### src/rtl/input_conditioner_pkg.sv
// Shared types and elaboration-time helpers for the input conditioner.
package cond_pkg;

    // Per-channel debounce state: released, debouncing a press,
    // held, debouncing a release.
    typedef enum logic [1:0] {
        REL      = 2'd0,
        REL_BNC  = 2'd1,
        HELD     = 2'd2,
        HELD_BNC = 2'd3
    } cond_state_t;

    // Width of a counter that must be able to hold the value DB_CYCLES.
    function automatic int db_width(input int cycles);
        return $clog2(cycles + 1);
    endfunction

    // Range check for the channel parameters.
    // Both tick thresholds and the repeat period must fit the tick counters.
    function automatic bit params_ok(
        input int db_cycles,
        input int tick_w,
        input int long_ticks,
        input int rep_delay,
        input int rep_period
    );
        int tick_max;
        tick_max = (1 << tick_w) - 1;
        return (db_cycles >= 1) && (tick_w >= 1) && (tick_w <= 30) &&
               (long_ticks >= 1) && (long_ticks <= tick_max) &&
               (rep_delay >= 1) && (rep_delay <= tick_max) &&
               (rep_period >= 1) && (rep_period <= tick_max);
    endfunction

endpackage

### src/rtl/input_conditioner_channel.sv
// One input channel: synchroniser, debounce FSM, press/release pulses,
// long-press detection and tick-timed auto-repeat.
module cond_channel
    import cond_pkg::*;
#(
    parameter bit INV        = 1'b0,
    parameter int DB_CYCLES  = 250000,
    parameter int DB_W       = db_width(DB_CYCLES),
    parameter int TICK_W     = 8,
    parameter int LONG_TICKS = 60,
    parameter int REP_DELAY  = 30,
    parameter int REP_PERIOD = 6
) (
    input  logic clk,
    input  logic rst_n,
    input  logic raw,
    input  logic tick,
    input  logic repeat_en,
    output logic level,
    output logic press,
    output logic release_p,
    output logic long_press,
    output logic repeat_p
);

    if (!params_ok(DB_CYCLES, TICK_W, LONG_TICKS, REP_DELAY, REP_PERIOD)) begin : g_param_check
        $error("cond_channel: parameter out of range");
    end

    // The sample that starts a debounce already counts as the first agreeing one,
    // so a single-cycle debounce completes straight from REL/HELD.
    localparam bit                FIRST_DONE   = (DB_CYCLES == 1);
    localparam logic [DB_W-1:0]   DB_TARGET    = DB_W'(DB_CYCLES);
    localparam logic [TICK_W-1:0] HOLD_MAX     = '1;
    localparam logic [TICK_W-1:0] LONG_V       = TICK_W'(LONG_TICKS);
    localparam logic [TICK_W-1:0] REP_DELAY_V  = TICK_W'(REP_DELAY);
    localparam logic [TICK_W-1:0] REP_PERIOD_V = TICK_W'(REP_PERIOD);

    logic              sync1_reg, sync2_reg;
    logic              s;
    cond_state_t       state_reg, state_next;
    logic [DB_W-1:0]   db_cnt_reg, db_cnt_next, db_inc;
    logic              db_done;
    logic              held_now, held_next;
    logic [TICK_W-1:0] hold_cnt_reg, hold_inc, rep_cnt_reg, rep_inc;
    logic              count_en, hold_sat, long_hit, rep_phase, rep_fire;
    logic              level_reg, press_reg, release_reg, long_reg, repeat_reg;

    // Two-flop synchroniser on the pin.
    always_ff @(posedge clk or negedge rst_n) begin
        if (!rst_n) begin
            sync1_reg <= 1'b0;
            sync2_reg <= 1'b0;
        end else begin
            sync1_reg <= raw;
            sync2_reg <= sync1_reg;
        end
    end

    assign s       = sync2_reg ^ INV;
    assign db_inc  = db_cnt_reg + DB_W'(1);
    assign db_done = (db_inc == DB_TARGET);

    // FSM state and debounce counter registers.
    always_ff @(posedge clk or negedge rst_n) begin
        if (!rst_n) begin
            state_reg  <= REL;
            db_cnt_reg <= '0;
        end else begin
            state_reg  <= state_next;
            db_cnt_reg <= db_cnt_next;
        end
    end

    // Next-state logic: a debounce completes after DB_CYCLES consecutive disagreeing samples.
    always_comb begin
        state_next  = state_reg;
        db_cnt_next = db_cnt_reg;
        case (state_reg)
            REL: begin
                if (s) begin
                    state_next  = FIRST_DONE ? HELD : REL_BNC;
                    db_cnt_next = FIRST_DONE ? '0 : DB_W'(1);
                end
            end
            REL_BNC: begin
                if (!s) begin
                    state_next  = REL;
                    db_cnt_next = '0;
                end else if (db_done) begin
                    state_next  = HELD;
                    db_cnt_next = '0;
                end else begin
                    db_cnt_next = db_inc;
                end
            end
            HELD: begin
                if (!s) begin
                    state_next  = FIRST_DONE ? REL : HELD_BNC;
                    db_cnt_next = FIRST_DONE ? '0 : DB_W'(1);
                end
            end
            HELD_BNC: begin
                if (s) begin
                    state_next  = HELD;
                    db_cnt_next = '0;
                end else if (db_done) begin
                    state_next  = REL;
                    db_cnt_next = '0;
                end else begin
                    db_cnt_next = db_inc;
                end
            end
            default: begin
                state_next  = REL;
                db_cnt_next = '0;
            end
        endcase
    end

    // Output decode: pressed level and hold/repeat tick evaluation.
    always_comb begin
        held_now  = (state_reg == HELD) || (state_reg == HELD_BNC);
        held_next = (state_next == HELD) || (state_next == HELD_BNC);
        // Ticks count only once the level is visibly high and the channel stays pressed,
        // so a tick on the rising or the releasing edge is dropped.
        count_en  = tick && level_reg && held_now && held_next;
        hold_sat  = (hold_cnt_reg == HOLD_MAX);
        hold_inc  = hold_cnt_reg + TICK_W'(1);
        long_hit  = !hold_sat && (hold_inc == LONG_V);
        rep_phase = (hold_cnt_reg >= REP_DELAY_V);
        rep_inc   = rep_cnt_reg + TICK_W'(1);
        rep_fire  = rep_phase ? (rep_inc == REP_PERIOD_V) : (hold_inc == REP_DELAY_V);
    end

    // Registered level with one-cycle press/release pulses aligned to the level change.
    always_ff @(posedge clk or negedge rst_n) begin
        if (!rst_n) begin
            level_reg   <= 1'b0;
            press_reg   <= 1'b0;
            release_reg <= 1'b0;
        end else begin
            level_reg   <= held_now;
            press_reg   <= held_now && !level_reg;
            release_reg <= !held_now && level_reg;
        end
    end

    // Hold and repeat tick counters; both reset whenever the channel is not held.
    always_ff @(posedge clk or negedge rst_n) begin
        if (!rst_n) begin
            hold_cnt_reg <= '0;
            rep_cnt_reg  <= '0;
            long_reg     <= 1'b0;
            repeat_reg   <= 1'b0;
        end else begin
            long_reg   <= 1'b0;
            repeat_reg <= 1'b0;
            if (!held_next) begin
                hold_cnt_reg <= '0;
                rep_cnt_reg  <= '0;
            end else if (count_en) begin
                if (!hold_sat) begin
                    hold_cnt_reg <= hold_inc;
                end
                long_reg   <= long_hit;
                repeat_reg <= rep_fire && repeat_en;
                if (rep_fire) begin
                    rep_cnt_reg <= '0;
                end else if (rep_phase) begin
                    rep_cnt_reg <= rep_inc;
                end
            end
        end
    end

    assign level      = level_reg;
    assign press      = press_reg;
    assign release_p  = release_reg;
    assign long_press = long_reg;
    assign repeat_p   = repeat_reg;

endmodule

### src/rtl/input_conditioner.sv
// Multi-channel button/switch conditioner: one independent cond_channel per input pin.
module input_conditioner
    import cond_pkg::*;
#(
    parameter int              N_CH       = 4,
    parameter logic [N_CH-1:0] INV_MASK   = {N_CH{1'b0}},
    parameter int              DB_CYCLES  = 250000,
    parameter int              TICK_W     = 8,
    parameter int              LONG_TICKS = 60,
    parameter int              REP_DELAY  = 30,
    parameter int              REP_PERIOD = 6
) (
    input  logic            clk,
    input  logic            rst_n,
    input  logic [N_CH-1:0] raw_in,
    input  logic            tick,
    input  logic [N_CH-1:0] repeat_en,
    output logic [N_CH-1:0] level,
    output logic [N_CH-1:0] press,
    output logic [N_CH-1:0] release_p,
    output logic [N_CH-1:0] long_press,
    output logic [N_CH-1:0] repeat_p
);

    localparam int DB_W = db_width(DB_CYCLES);

    for (genvar gi = 0; gi < N_CH; gi++) begin : g_ch
        cond_channel #(
            .INV        (INV_MASK[gi]),
            .DB_CYCLES  (DB_CYCLES),
            .DB_W       (DB_W),
            .TICK_W     (TICK_W),
            .LONG_TICKS (LONG_TICKS),
            .REP_DELAY  (REP_DELAY),
            .REP_PERIOD (REP_PERIOD)
        ) u_ch (
            .clk        (clk),
            .rst_n      (rst_n),
            .raw        (raw_in[gi]),
            .tick       (tick),
            .repeat_en  (repeat_en[gi]),
            .level      (level[gi]),
            .press      (press[gi]),
            .release_p  (release_p[gi]),
            .long_press (long_press[gi]),
            .repeat_p   (repeat_p[gi])
        );
    end

endmodule

### config.mk
export PLATFORM = sky130hd
export DESIGN_NAME = input_conditioner
export DESIGN_NICKNAME = d
export VERILOG_FILES = /design/src/rtl/input_conditioner_pkg.sv /design/src/rtl/input_conditioner_channel.sv /design/src/rtl/input_conditioner.sv
export SDC_FILE = /design/constraint.sdc
export NUM_CORES = 1
export LEC_CHECK = 0
export BUFFER_PORTS_ARGS = -buffer_cell sky130_fd_sc_hd__clkbuf_2
export CAP_MARGIN = 15
export CORE_MARGIN = 3
export CORE_UTILIZATION = 60
export CTS_CLUSTER_DIAMETER = 200
export CTS_CLUSTER_SIZE = 40
export DETAILED_ROUTE_END_ITERATION = 10
export GPL_TIMING_DRIVEN = 0
export PLACE_DENSITY = 0.77
export SETUP_SLACK_MARGIN = 0.05
export SLEW_MARGIN = 10
export SYNTH_ARGS = -nofsm -noshare
export SYNTH_HDL_FRONTEND = slang
export SYNTH_SLANG_ARGS = --single-unit
### constraint.sdc
create_clock -name clk -period 6.8 [get_ports clk]
set_input_delay 0.34 -clock clk [delete_from_list [all_inputs] [get_ports clk]]
set_output_delay 0.34 -clock clk [all_outputs]
set_load 0.02 [all_outputs]
# Word level (Yosys, flattened, before mapping)
# Index checks and enable logic that the tools add are counted.
[totals]
output_inout_bits = 20
inputBits = 11
elab_cells = 284
register_bits = 172
[classes]
n_eq_ne = 60
reduce_logical = 64
mux = 100
addsub = 12
n_lt_le_gt_ge = 4
[op_table]
columns = ["operator", "count"]
rows = [
  ["18-bit two-way mux", 20],
  ["18-bit case mux with 4 select lines", 4],
  ["8-bit two-way mux", 28],
  ["18-bit by 1-bit adder with 18-bit output, second input constant", 4],
  ["18-bit equality test, second input constant", 4],
  ["8-bit by 1-bit adder with 8-bit output, second input constant", 8],
  ["2-bit two-way mux", 24],
  ["2-bit equality test, second input constant", 16],
  ["8-bit by 3-bit equality test with 1-bit output, second input constant", 4],
  ["8-bit by 5-bit equality test with 1-bit output, second input constant", 4],
  ["8-bit by 6-bit equality test with 1-bit output, second input constant", 4],
  ["8-bit equality test, second input constant", 4],
  ["8-bit by 5-bit >= comparator with 1-bit output, second input constant", 4],
  ["2-bit case mux with 4 select lines", 4],
  ["1-bit logical AND", 28],
  ["2-bit != test, second input constant", 12],
  ["2-bit AND reduction", 12],
  ["1-bit two-way mux", 20],
  ["1-bit zero test", 12],
  ["3-bit != test, second input constant", 4],
  ["2-bit by 1-bit equality test with 1-bit output, second input constant", 4],
  ["2-bit zero test", 4],
  ["1-bit logical OR", 8],
  ["2-bit by 1-bit != test with 1-bit output, second input constant", 4],
]

# Logic depth before layout (Yosys ltp)
[depth]
depth_word = 10
depth_mapped = 10
ltp_nobuf = 9

# Modules after synthesis
# From an unflattened synthesis, not the netlist that was laid out.
[hier_totals]
cells_unflattened = 1223
hier_area_um2 = 10810.4
[by_module_without_submodules]
columns = ["mod", "seq_area_each_um2", "cells_per_inst", "area_each_um2", "instances"]
rows = [
  ["cond_channel (g_ch[0].u_ch ...)", 1076.0, 312, 2732.6, 3],
  ["cond_channel (g_ch[3].u_ch)", 1076.0, 287, 2612.5, 1],
]

# Least setup slack after synthesis
# No wires, ideal clock.
[synth_path]
path_type = "register -> register"
startpoint = "reg g_ch[0].u_ch.db_cnt_reg[0]"
endpoint = "reg g_ch[0].u_ch.hold_cnt_reg[0]"
stages_incl_launch_ff = 11
slack_ps = 3883
t_arrival_ps = 2795
period_less_slack_ps = 2917
path_buffers = 2
path_cell_list = "dfrtp_1 ha_1 and3_1 clkbuf_1 nor4b_1 o211ai_1 a2111oi_2 and4_1 mux2i_2 buf_2 nor2_1"
[synth_via]
elab_chain_len = 10
[synth_rtl]
columns = ["element", "line_no", "rtl"]
rows = [
  ["from (decl)", "input_conditioner_channel.sv:42", "logic [DB_W-1:0] db_cnt_reg, db_cnt_next, db_inc;"],
  ["from (signal assigned)", "input_conditioner_channel.sv:71", "db_cnt_reg <= db_cnt_next;"],
  ["18-bit by 1-bit adder with 18-bit output *", "input_conditioner_channel.sv:61", "assign db_inc = db_cnt_reg + DB_W'(1);"],
  ["18-bit equality test *", "input_conditioner_channel.sv:62", "assign db_done = (db_inc == DB_TARGET);"],
  ["2-bit two-way mux, on equally long branches", "input_conditioner_channel.sv:107, input_conditioner_channel.sv:90", ""],
  ["2-bit two-way mux, on equally long branches", "input_conditioner_channel.sv:104, input_conditioner_channel.sv:87", ""],
  ["2-bit case mux with 4 select lines *", "input_conditioner_channel.sv:79", "case (state_reg)"],
  ["2-bit equality test", "input_conditioner_channel.sv:124", "held_next = (state_next == HELD) || (state_next == HELD_BNC);"],
  ["1-bit logical OR *", "input_conditioner_channel.sv:124", ""],
  ["1-bit logical AND", "input_conditioner_channel.sv:127", "count_en = tick && level_reg && held_now && held_next;"],
  ["2-bit != test (no line)", "--", ""],
  ["2-bit AND reduction (no line)", "--", ""],
  ["to (signal assigned)", "input_conditioner_channel.sv:164", "hold_cnt_reg <= hold_inc;"],
  ["to (decl)", "input_conditioner_channel.sv:45", "logic [TICK_W-1:0] hold_cnt_reg, hold_inc, rep_cnt_reg, rep_inc;"],
]
# Mark *: on every way between the ends. The rest lies on a longest branch, timed or not.
# A chain may end at the register's enable or synchronous reset.

# Worst setup path after layout
# Ends and elaborated chain as after synthesis.

==> run_summary.xml <==
<?xml version="1.0" encoding="UTF-8"?>
<metrics>
  <group name="routing">
    <metric name="ant_nets" unit="">0</metric>
    <metric name="drt_wl_total" unit="um">22500</metric>
    <metric name="firstDrtPassIters" unit="">4</metric>
    <metric name="wl_per_cell" unit="um">15.1</metric>
    <metric name="detailedRoute.firstIterationViolations" unit="">496</metric>
    <metric name="route.detailed.vias_per_inst" unit="">6.07</metric>
    <metric name="dr_total_vias" unit="">9040</metric>
    <metric name="route.detailed.drc" unit="">0</metric>
  </group>
  <group name="final_layout">
    <metric name="diodes" unit="">0</metric>
    <metric name="area_growth_syn_to_layout" unit="%">10.7</metric>
    <metric name="final_area" unit="sq um">11600</metric>
    <metric name="finish.utilization" unit="%">68.7</metric>
    <metric name="number_of_flip_flops_under_the_largest_register_name" unit="">72</metric>
    <metric name="final_net_count" unit="">1295</metric>
    <metric name="layout-drive-gt1-share" unit="%">10.1</metric>
    <metric name="fillerInstances" unit="">1410</metric>
  </group>
  <group name="min_path">
    <metric name="hold_path_depth" unit="">1</metric>
    <metric name="min_to" unit="">g_ch[1].u_ch.sync1_reg$_DFF_PN0_</metric>
    <metric name="hold_start" unit="">raw_in[1]</metric>
    <metric name="hold_path_class" unit="">primary input to flop</metric>
  </group>
  <group name="sta">
    <metric name="setup_viol" unit="">0</metric>
    <metric name="grt_setup_unrepaired" unit="">false</metric>
    <metric name="total_negative_slack_for_setup_checks" unit="ns">0</metric>
    <metric name="slew_viol_final" unit="">0</metric>
    <metric name="hold_viol" unit="">0</metric>
    <metric name="achievable-frequency" unit="GHz">0.286</metric>
    <metric name="finClkSkew" unit="ns">0.00919</metric>
    <metric name="period_needed" unit="ns">3.49</metric>
    <metric name="period_share" unit="%">51.4</metric>
    <metric name="worst_slew_pin_slew" unit="ns">0.898</metric>
    <metric name="slew_headroom" unit="%">38.4</metric>
  </group>
  <group name="cts">
    <metric name="clkTransAtPathRegs" unit="ns">0.06</metric>
    <metric name="tritoncts" unit="">done</metric>
    <metric name="post_cts.repair.setup_buffers" unit="">0</metric>
    <metric name="cts_buffer_depth" unit="">2</metric>
    <metric name="clkLatencyLatePin" unit="ns">0.42</metric>
    <metric name="cts_max_level" unit="">4</metric>
    <metric name="ctsRootBufferMaster" unit="">clkbuf_16</metric>
    <metric name="numClockSinks" unit="">172</metric>
    <metric name="cts-buffers-inserted" unit="">17</metric>
  </group>
  <group name="critical_path">
    <metric name="reg2reg_to" unit="">g_ch[0].u_ch.hold_cnt_reg[0]$_DFFE_PN0P_</metric>
    <metric name="worst-endpoint-arrival" unit="ns">3.80</metric>
    <metric name="worst-path-max-fanout" unit="">10</metric>
    <metric name="worstReg2RegStart" unit="">g_ch[0].u_ch.db_cnt_reg[0]$_DFFE_PN0P_</metric>
    <metric name="reg2reg_slack" unit="ns">3.31</metric>
    <metric name="worstSetupStartpointType" unit="">flop</metric>
    <metric name="worst_setup_path_end_kind" unit="">flop</metric>
    <metric name="timing.setup.critical_path_class" unit="">flop to flop</metric>
    <metric name="worstPathRequired" unit="ns">7.11</metric>
    <metric name="worst_r2r_path_depth" unit="">10</metric>
  </group>
  <group name="synth">
    <metric name="yosys_most_used_dff" unit="">dfrtp_1</metric>
    <metric name="mappedNetlistNets" unit="">1243</metric>
    <metric name="synth-compound-area-share" unit="%">15.0</metric>
    <metric name="synth_cells" unit="">1204</metric>
    <metric name="synth-edff-count" unit="">0</metric>
    <metric name="post_synth_main_area_contributors" unit="">dfrtp_1 (41%), nand2_1 (4.9%), nand3_1 (4.4%)</metric>
    <metric name="synth_most_common_cell" unit="">dfrtp_1</metric>
    <metric name="synthDominantAreaCellType" unit="">dfrtp_1</metric>
    <metric name="post_synth_most_frequent_cells" unit="">dfrtp_1 (172), nand2_1 (136), nor2_1 (121)</metric>
    <metric name="yosys_synthesis_warning_count" unit="">0</metric>
    <metric name="synthXorXnorAreaFrac" unit="%">5.03</metric>
    <metric name="postSynthAreaPerCell" unit="sq um">8.68</metric>
    <metric name="post_synth_and_or_nand_nor_area_fraction" unit="%">29.0</metric>
    <metric name="ys_seq_elements" unit="">172</metric>
    <metric name="yosysUniqueCellTypes" unit="">77</metric>
    <metric name="synth-adder-area-share" unit="%">3.35</metric>
    <metric name="sequential_cell_area_fraction_in_the_yosys_report" unit="%">41.2</metric>
    <metric name="synth_async_sr_flop_share" unit="%">100</metric>
    <metric name="synth_top_family_by_area" unit="">simple AND/OR/NAND/NOR gates</metric>
    <metric name="muxShareOfSynthArea" unit="%">1.59</metric>
    <metric name="area_share_of_the_largest_cell_type_after_synthesis" unit="%">41.2</metric>
    <metric name="synth_area" unit="sq um">10400</metric>
  </group>
  <group name="die">
    <metric name="row_count" unit="">47</metric>
    <metric name="design.core.area" unit="sq um">16800</metric>
    <metric name="die_height" unit="um">138</metric>
    <metric name="die_width" unit="um">138</metric>
    <metric name="number_of_top_level_pins" unit="">31</metric>
    <metric name="design.die.area" unit="sq um">19000</metric>
    <metric name="initial_core_util" unit="%">62.1</metric>
  </group>
  <group name="grt">
    <metric name="gr-total-overflow" unit="">0</metric>
    <metric name="global_route.usage.total" unit="%">24.7</metric>
    <metric name="grt_pass1_wl" unit="um">38800</metric>
    <metric name="grt_max_degree" unit="">101</metric>
    <metric name="via_count_of_the_first_global_routing_pass" unit="">8436</metric>
    <metric name="antenna_found_initial" unit="">0</metric>
  </group>
  <group name="placement">
    <metric name="standard_cell_area_after_detailed_placement" unit="sq um">10900</metric>
    <metric name="port_buffers" unit="">30</metric>
    <metric name="dp.final_hpwl" unit="um">15300</metric>
    <metric name="finalWeightedCongestion" unit="">0.897</metric>
  </group>
  <group name="pwr">
    <metric name="totalPowerFinal" unit="mW">2.18</metric>
    <metric name="static-leakage-power" unit="nW">4.86</metric>
    <metric name="vdd_drop_max" unit="V">0.000164</metric>
    <metric name="power.density" unit="nW/um^2">189</metric>
  </group>
  <group name="outcome">
    <metric name="run_status" unit="">complete, no violations</metric>
  </group>
  <group name="flow_run">
    <metric name="max_cap_violations" unit="">0</metric>
  </group>
</metrics>
logic make-up (layout without fill, tap and decap cells):
family,count (synthesis),after routing
buf+inv,103,168
fa+ha+maj,28,28
flops,172,172
xor+xnor,60,60
mux,15,15
simple gates,588,588
compound gates,238,238
power breakdown:
group          switching (mW)  total [mW]  internal, mW
combinational          0.0614      0.0883        0.0269
sequential             0.0171        1.05          1.04
clock                   0.414        1.04         0.628
cell type report:
type                       count  area (sq um)  share of cell area, %
buffer                        73           385                   3.33
clock buffer                  19           443                   3.83
clock inverter                13           189                   1.63
inverter                      30           113                  0.974
multi-input combinational    929          5650                   48.8
sequential                   172          4300                   37.2
tap                          220           275                   2.38
timing repair buffer          33           206                   1.79
metal layers:
layer	track usage (%)	part of all wire, %	wire length, um	vias up
met3	4.72	3.9	879	32
met1	33.0	46	10400	4364
met4	6.97	1.6	354	0
met5	0	0	0	-
li1	-	-	-	4452
met2	41.1	48	10900	192
worst max-delay path by stage:
stage,startpoint,endpoint,slack [ns],cells past startpoint
final,g_ch[0].u_ch.db_cnt_reg[0]$_DFFE_PN0P_,g_ch[0].u_ch.hold_cnt_reg[0]$_DFFE_PN0P_,3.31,10
after CTS,g_ch[0].u_ch.db_cnt_reg[0]$_DFFE_PN0P_,g_ch[0].u_ch.hold_cnt_reg[7]$_DFFE_PN0P_,3.31,10
after global placement,rst_n,g_ch[1].u_ch.hold_cnt_reg[2]$_DFFE_PN0P_,2.29,1
after floorplan,g_ch[0].u_ch.db_cnt_reg[0]$_DFFE_PN0P_,g_ch[0].u_ch.hold_cnt_reg[0]$_DFFE_PN0P_,3.88,10
after detailed placement,g_ch[0].u_ch.db_cnt_reg[0]$_DFFE_PN0P_,g_ch[0].u_ch.hold_cnt_reg[7]$_DFFE_PN0P_,3.32,10
after global routing,g_ch[0].u_ch.db_cnt_reg[0]$_DFFE_PN0P_,g_ch[0].u_ch.hold_cnt_reg[7]$_DFFE_PN0P_,3.02,10
per-stage QoR:
| stage | setup slack, ns | instances | hold slack, ns |
|---|---|---|---|
| 3_5_place_dp | 3.32 | 1455 | 0.343 |
| 4_1_cts | 3.31 | 1488 | 0.00552 |
| 5_1_grt | 3.02 | 1489 | 0.00637 |
| 6_report | 3.31 | 1489 | 0.0222 |
| 3_3_place_gp | 2.29 | 1454 | 0.334 |
| 2_1_floorplan | 3.88 | 1204 | 0.0444 |
what timing repair did:
| item | 4_1_cts | 5_1_grt |
|---|---|---|
| hold buffers | 1 | 1 |
| endpoints found under the setup margin | 0 | 0 |
| hold endpoints to repair | 72 | 1 |
| resized for setup | 0 | 0 |
layout by cell type (no fill, tap or decap), drive strengths merged, types with 36 or more instances in the layout:
cell type | Yosys | layout
dfrtp | 172 | 172
nand2 | 136 | 136
nor2 | 121 | 121
nand3 | 93 | 93
clkbuf | 33 | 82
o21ai | 55 | 55
a21oi | 45 | 45
nor3 | 42 | 42
buf | 40 | 41
xor2 | 36 | 36
critical path, stage by stage (launching register included):
cell	delay, ns
dfrtp_1	0.46
ha_1	0.31
and3_1	0.21
clkbuf_1	0.19
nor4b_1	0.33
o211ai_1	0.14
a2111oi_2	0.43
and4_1	0.32
mux2i_2	0.59
buf_2	0.33
nor2_1	0.07
Note: power is estimated with default switching activity, not from simulation.
